**config.mk**
```make
export PLATFORM = sky130hd
export DESIGN_NAME = dot_acc_array
export DESIGN_NICKNAME = d
export VERILOG_FILES = /design/src/rtl/dot_acc_array_pkg.sv /design/src/rtl/dot_acc_array_lane_mac.sv /design/src/rtl/dot_acc_array.sv
export SDC_FILE = /design/constraint.sdc
export NUM_CORES = 1
export LEC_CHECK = 0
export CAP_MARGIN = 20
export CORE_ASPECT_RATIO = 0.6
export CORE_MARGIN = 8
export CORE_UTILIZATION = 55
export DETAILED_ROUTE_END_ITERATION = 8
export GPL_ROUTABILITY_DRIVEN = 0
export GPL_TIMING_DRIVEN = 1
export PLACE_DENSITY = 0.79
export SYNTH_ARGS = -nofsm -noshare
export SYNTH_HDL_FRONTEND = slang
export SYNTH_SLANG_ARGS = --single-unit
```
**constraint.sdc**
```tcl
create_clock -name clk -period 10 [get_ports clk]
set_input_delay 3 -clock clk [delete_from_list [all_inputs] [get_ports clk]]
set_output_delay 3 -clock clk [all_outputs]
set_load 0.05 [all_outputs]
```
**src/rtl/dot_acc_array_pkg.sv**
```systemverilog
// Shared definitions for the dot_acc_array block.
// Holds the FSM state encoding, the default parameter widths and a helper
// that sizes the cross-lane sum output.
package dot_acc_array_pkg;

  localparam int unsigned DefDataWidth = 8;
  localparam int unsigned DefParaDeg   = 4;
  localparam int unsigned DefAccWidth  = 2 * DefDataWidth + 8;
  localparam int unsigned DefCntWidth  = 8;

  // FSM encoding: accept beats in StAcc, present the result in StDone.
  localparam logic [0:0] StAcc  = 1'b0;
  localparam logic [0:0] StDone = 1'b1;

  // Width of the sum of `lanes` values of `acc_w` bits, with no overflow.
  function automatic int unsigned sum_width(int unsigned acc_w, int unsigned lanes);
    return acc_w + $clog2(lanes);
  endfunction

endpackage

```
**src/rtl/dot_acc_array_lane_mac.sv**
```systemverilog
// lane_mac: one multiply-accumulate lane of dot_acc_array.
// Ports:
//   clk, reset        - clock, asynchronous active-low reset
//   beat_en           - an operand beat is accepted this cycle
//   first             - the accepted beat is the first of a vector
//   mode              - effective signed mode for this beat (1 = two's complement)
//   bias_en, bias     - initial accumulator value select / value for a first beat
//   a, b              - lane operands
//   acc               - registered accumulator
module lane_mac #(
  parameter int unsigned Data_Width = 8,
  parameter int unsigned Acc_Width  = 2 * Data_Width + 8
) (
  input  logic                  clk,
  input  logic                  reset,
  input  logic                  beat_en,
  input  logic                  first,
  input  logic                  mode,
  input  logic                  bias_en,
  input  logic [Data_Width-1:0] a,
  input  logic [Data_Width-1:0] b,
  input  logic [Acc_Width-1:0]  bias,
  output logic [Acc_Width-1:0]  acc
);

  localparam int unsigned ExtWidth = Acc_Width - Data_Width;

  logic [Acc_Width-1:0] a_ext;
  logic [Acc_Width-1:0] b_ext;
  logic [Acc_Width-1:0] prod;
  logic [Acc_Width-1:0] base;
  logic [Acc_Width-1:0] acc_d;
  logic [Acc_Width-1:0] acc_q;

  // Extending both operands to Acc_Width before multiplying yields the full
  // 2*Data_Width product already sign/zero-extended, modulo 2^Acc_Width.
  always_comb begin
    a_ext = {{ExtWidth{mode & a[Data_Width-1]}}, a};
    b_ext = {{ExtWidth{mode & b[Data_Width-1]}}, b};
    prod  = a_ext * b_ext;
    base  = first ? (bias_en ? bias : '0) : acc_q;
    acc_d = acc_q;
    if (beat_en) begin
      acc_d = base + prod;
    end
  end

  always_ff @(posedge clk or negedge reset) begin
    if (!reset) begin
      acc_q <= '0;
    end else begin
      acc_q <= acc_d;
    end
  end

  assign acc = acc_q;

endmodule

```
**src/rtl/dot_acc_array.sv**
```systemverilog
// dot_acc_array: Para_Deg-lane dot-product accumulator with valid/ready
// handshakes on both sides.
// Ports:
//   clk, reset            - clock, asynchronous active-low reset
//   in_valid/in_ready     - operand beat handshake; in_last marks the final beat
//   data0, data1          - packed lane operands, lane i at [Data_Width*i +: Data_Width]
//   signed_mode, bias_en  - per-vector controls, sampled on the first beat
//   bias                  - packed per-lane initial accumulator values
//   out_valid/out_ready   - result handshake
//   result, result_sum    - per-lane accumulators and their extended sum
//   beat_count, cnt_ovf   - beats in the vector, and counter saturation flag
module dot_acc_array
  import dot_acc_array_pkg::*;
#(
  parameter int unsigned Data_Width = DefDataWidth,
  parameter int unsigned Para_Deg   = DefParaDeg,
  parameter int unsigned Acc_Width  = 2 * Data_Width + 8,
  parameter int unsigned Cnt_Width  = DefCntWidth
) (
  input  logic                               clk,
  input  logic                               reset,
  input  logic                               in_valid,
  output logic                               in_ready,
  input  logic                               in_last,
  input  logic [Para_Deg*Data_Width-1:0]     data0,
  input  logic [Para_Deg*Data_Width-1:0]     data1,
  input  logic                               signed_mode,
  input  logic                               bias_en,
  input  logic [Para_Deg*Acc_Width-1:0]      bias,
  output logic                               out_valid,
  input  logic                               out_ready,
  output logic [Para_Deg*Acc_Width-1:0]      result,
  output logic [sum_width(Acc_Width, Para_Deg)-1:0] result_sum,
  output logic [Cnt_Width-1:0]               beat_count,
  output logic                               cnt_ovf
);

  localparam int unsigned SumWidth = sum_width(Acc_Width, Para_Deg);
  localparam logic [Cnt_Width-1:0] CntMax = {Cnt_Width{1'b1}};

  logic [0:0]           state_d, state_q;
  logic                 first_d, first_q;
  logic                 mode_d, mode_q;
  logic [Cnt_Width-1:0] cnt_d, cnt_q;
  logic                 ovf_d, ovf_q;

  logic accept;
  logic mode_eff;
  logic [SumWidth-1:0] lane_ext [Para_Deg];

  assign in_ready  = (state_q == StAcc);
  assign out_valid = (state_q == StDone);
  assign accept    = in_valid & in_ready;
  // The first beat uses the live mode input; later beats use the latched copy.
  assign mode_eff  = first_q ? signed_mode : mode_q;

  always_comb begin
    state_d = state_q;
    first_d = first_q;
    mode_d  = mode_q;
    cnt_d   = cnt_q;
    ovf_d   = ovf_q;
    if (accept) begin
      first_d = 1'b0;
      if (first_q) begin
        mode_d = signed_mode;
        cnt_d  = Cnt_Width'(1);
        ovf_d  = 1'b0;
      end else if (cnt_q == CntMax) begin
        ovf_d = 1'b1;
      end else begin
        cnt_d = cnt_q + 1'b1;
      end
      if (in_last) begin
        state_d = StDone;
      end
    end else if (out_valid && out_ready) begin
      state_d = StAcc;
      first_d = 1'b1;
    end
  end

  always_ff @(posedge clk or negedge reset) begin
    if (!reset) begin
      state_q <= StAcc;
      first_q <= 1'b1;
      mode_q  <= 1'b0;
      cnt_q   <= '0;
      ovf_q   <= 1'b0;
    end else begin
      state_q <= state_d;
      first_q <= first_d;
      mode_q  <= mode_d;
      cnt_q   <= cnt_d;
      ovf_q   <= ovf_d;
    end
  end

  for (genvar g = 0; g < Para_Deg; g++) begin : g_lane
    lane_mac #(
      .Data_Width(Data_Width),
      .Acc_Width (Acc_Width)
    ) u_lane_mac (
      .clk    (clk),
      .reset  (reset),
      .beat_en(accept),
      .first  (first_q),
      .mode   (mode_eff),
      .bias_en(bias_en),
      .a      (data0[g*Data_Width +: Data_Width]),
      .b      (data1[g*Data_Width +: Data_Width]),
      .bias   (bias[g*Acc_Width +: Acc_Width]),
      .acc    (result[g*Acc_Width +: Acc_Width])
    );

    assign lane_ext[g] = {{(SumWidth - Acc_Width){mode_q & result[(g+1)*Acc_Width-1]}},
                          result[g*Acc_Width +: Acc_Width]};
  end

  always_comb begin
    result_sum = '0;
    for (int i = 0; i < Para_Deg; i++) begin
      result_sum = result_sum + lane_ext[i];
    end
  end

  assign beat_count = cnt_q;
  assign cnt_ovf    = ovf_q;

endmodule
```
==> out/results.tsv <==
stage	metric	value	unit
min_path	hp-class	reg -> reg	
global_routing	grt_pass1_wl	121.0	mm
yosys	synthTopCellsByArea	fa_1, ha_1, dfrtp_1, inv_1, nand2_1	
timing	whs	0.5474	ns
timing	min_period	9.944	ns
global_routing	grt_util_all_layers	29.92	%
timing	finalSetupViolations	0	
timing	fmax	100.6	MHz
timing	hold_viol_final	0	
detailed_routing	vias_per_cell	5.540	
yosys	synth-edff-count	0	
floorplanning	die_h	177.1	um
global_routing	antenna_found_initial	3	
floorplanning	rows	59	
clock_tree	cts_sinks	108	
detailed_routing	dr.pass1.iters	5	
timing	drv_slew	0	
final_layout	syn_to_final_growth	27.17	%
timing	fin_crit_sh	99.44	%
worst_setup_path	start_kind	primary input	
yosys	syn-num-nets	3618	
yosys	seq_area_frac_synth	11.36	%
floorplanning	die_area	50390	sq um
detailed_routing	drc	0	
floorplanning	coreArea	43040	sq um
floorplanning	die_w	284.5	um
run	drv_cap	0	
clock_tree	htreeDepth	3	
yosys	synth.cell_area	23800	sq um
worst_setup_path	critPathKind	in -> reg	
timing	slew_headroom	35.12	%
floorplanning	start_util	55.29	%
clock_tree	clock_latency	0.39	ns
detailed_routing	wire_per_inst	19.29	um
timing	final.setup_skew	0.02040	ns
run_status	status	finished clean	
final_layout	nFillCells	3287	
yosys	synth.distinct_cells	77	
yosys	synth_warnings	0	
placement	dpl.hpwl	65.39	mm
global_routing	grt.overflow.total	0	
detailed_routing	drtIter0Drc	1789	
worst_setup_path	slowest_delay	0.68	ns
clock_tree	cts_tree	built	
yosys	yosys-top-cells-count	inv_1, nand2_1, fa_1	
worst_setup_path	worstPathMaxFanout	4	
global_routing	grt_max_degree	93	
clock_tree	cts_max_path_buffers	2	
placement	dp_cells	3960	
yosys	synthFlopType	dfrtp_1	
worst_setup_path	cp_data_required_time	10.23	ns
final_layout	drive_above_1_share	12.36	%
clock_tree	numCtsBuffers	9	
detailed_routing	antenna_left	0	
yosys	ys_seq_elements	108	
detailed_routing	num_vias	22090	
worst_setup_path	crit_top_cell	fa_1	
worst_setup_path	crit_arrival	10.17	ns
yosys	async_reset_ff_share	100.0	%
min_path	min_path_cells	2	
final_layout	finalNonFillerCells	3987	
timing	worst_slew_pin_slew	0.9486	ns
timing	totalNegativeSetupSlack	0	ns
yosys	synth_most_common_cell	inv_1	
final_layout	final_nets	4173	
final_layout	final_util	70.31	%
yosys	synth_top_area_cell	fa_1	
clock_tree	clkTransAtPathRegs	0.09	ns
timing	grt_setup_unrepaired	yes	
yosys	synth_top_area_share	28.10	%
worst_setup_path	worstRegToRegCells	33	
yosys	syn_inst	2847	
detailed_routing	drt-total-wl	76.89	mm
clock_tree	cts_hold_buffers	0	
floorplanning	ios	300	
worst_setup_path	end_kind	flop	
yosys	syn_avg_cell_area	8.358	sq um
global_routing	grt_pass1_vias	22940	
worst_setup_path	cp_slowest_cell	clkdlybuf4s50_1	
placement	port_buffers	299	
clock_tree	cts_root_buffer	clkbuf_16	
==> worst max-delay path, delay by kind of cell <==
| family | cells | cell delay (ns) |
|---|---|---|
| XOR/XNOR | 1 | 0.18 |
| AO/OA/AOI/OAI | 13 | 2.68 |
| AND/OR/NAND/NOR | 4 | 0.43 |
| buffers and inverters | 5 | 1.01 |
| adder cells (fa/ha/maj) | 7 | 2.86 |
==> per-stage QoR <==
stage	setup slack, ns	area (sq um)
floorplan	0.006044	23830
global placement	-0.4553	29680
detailed placement	-0.7540	29680
CTS	0.0004601	30070
global route	-0.1704	30260
finish	0.05639	30260
==> cells in the final DEF, fill, tap and decap left out, types with 18 or more instances in the layout <==
cell type	instances
xnor2_1	124
o21bai_1	19
buf_4	331
nand2_1	389
clkdlybuf4s50_1	278
dfrtp_1	107
nor2_1	109
o21ai_0	198
o21ai_1	43
nand2b_1	25
fa_1	333
xor2_1	60
nor2b_1	18
nand3_1	28
and2_1	147
ha_1	268
a21oi_1	102
o21a_1	35
a21o_1	40
inv_1	489
nor3_1	25
==> registers in the layout, summed over array words and instances (netlist names) <==
register               cells
out_valid                  1
first_q                    1
cnt_ovf                    1
g_lane.u_lane_mac.acc     96
mode_q                     1
beat_count                 8
==> area by class of cell <==
type	count	area [sq um]	area share, %
antenna	1	2.502	0.008270
inverter	493	1851	6.115
timing repair buffer	631	5508	18.20
tap	579	724.4	2.394
sequential	108	2708	8.948
clock inverter	7	86.33	0.2853
multi-input combinational	2159	19160	63.30
clock buffer	9	225.2	0.7443
==> per-layer routing <==
metal  part of all wire, %  global-route usage [%]  routed length, um  up-vias
li1                      -                       -                  -    10210
met1                    44                   40.85              33460    10720
met2                    43                   45.32              32900      965
met3                   9.1                   7.873               7012      187
met4                   4.5                   11.85               3489        4
met5                 0.044                       0                 34        -
==> path summary, 6_finish.rpt <==
kind	slack, ns	start	to
min in group asynchronous	2.66	reset	g_lane[0].u_lane_mac.acc[20]
max reg2reg	2.13	first_q	g_lane[1].u_lane_mac.acc[23]
max	0.06	data0[14]	g_lane[1].u_lane_mac.acc[23]
max in group asynchronous	6.02	reset	g_lane[2].u_lane_mac.acc[16]
min	0.55	cnt_ovf	cnt_ovf
min reg2reg	0.55	cnt_ovf	cnt_ovf
==> cell families (layout without fill, tap and decap cells) <==
family	count (synthesis)	after routing	share of synthesized area, %
AOI/OAI and AO/OA	550	550	14.08
xor gates and xnor gates	185	185	6.841
adders and majority gates	606	606	42.38
buffers and inverters	580	1140	9.154
DFF	108	108	11.36
muxes	7	7	0.3155
other	0	1	0
and+or+nand+nor	811	811	15.87
==> timing repair <==
item	CTS	global route
resized for setup	34	39
setup endpoints to repair	10	17
setup buffers	5	6
pin swaps	23	31
Power is left out: the tool's default activity adds up to more than one toggle a clock period on the data nets, which glitch-free logic cannot reach.
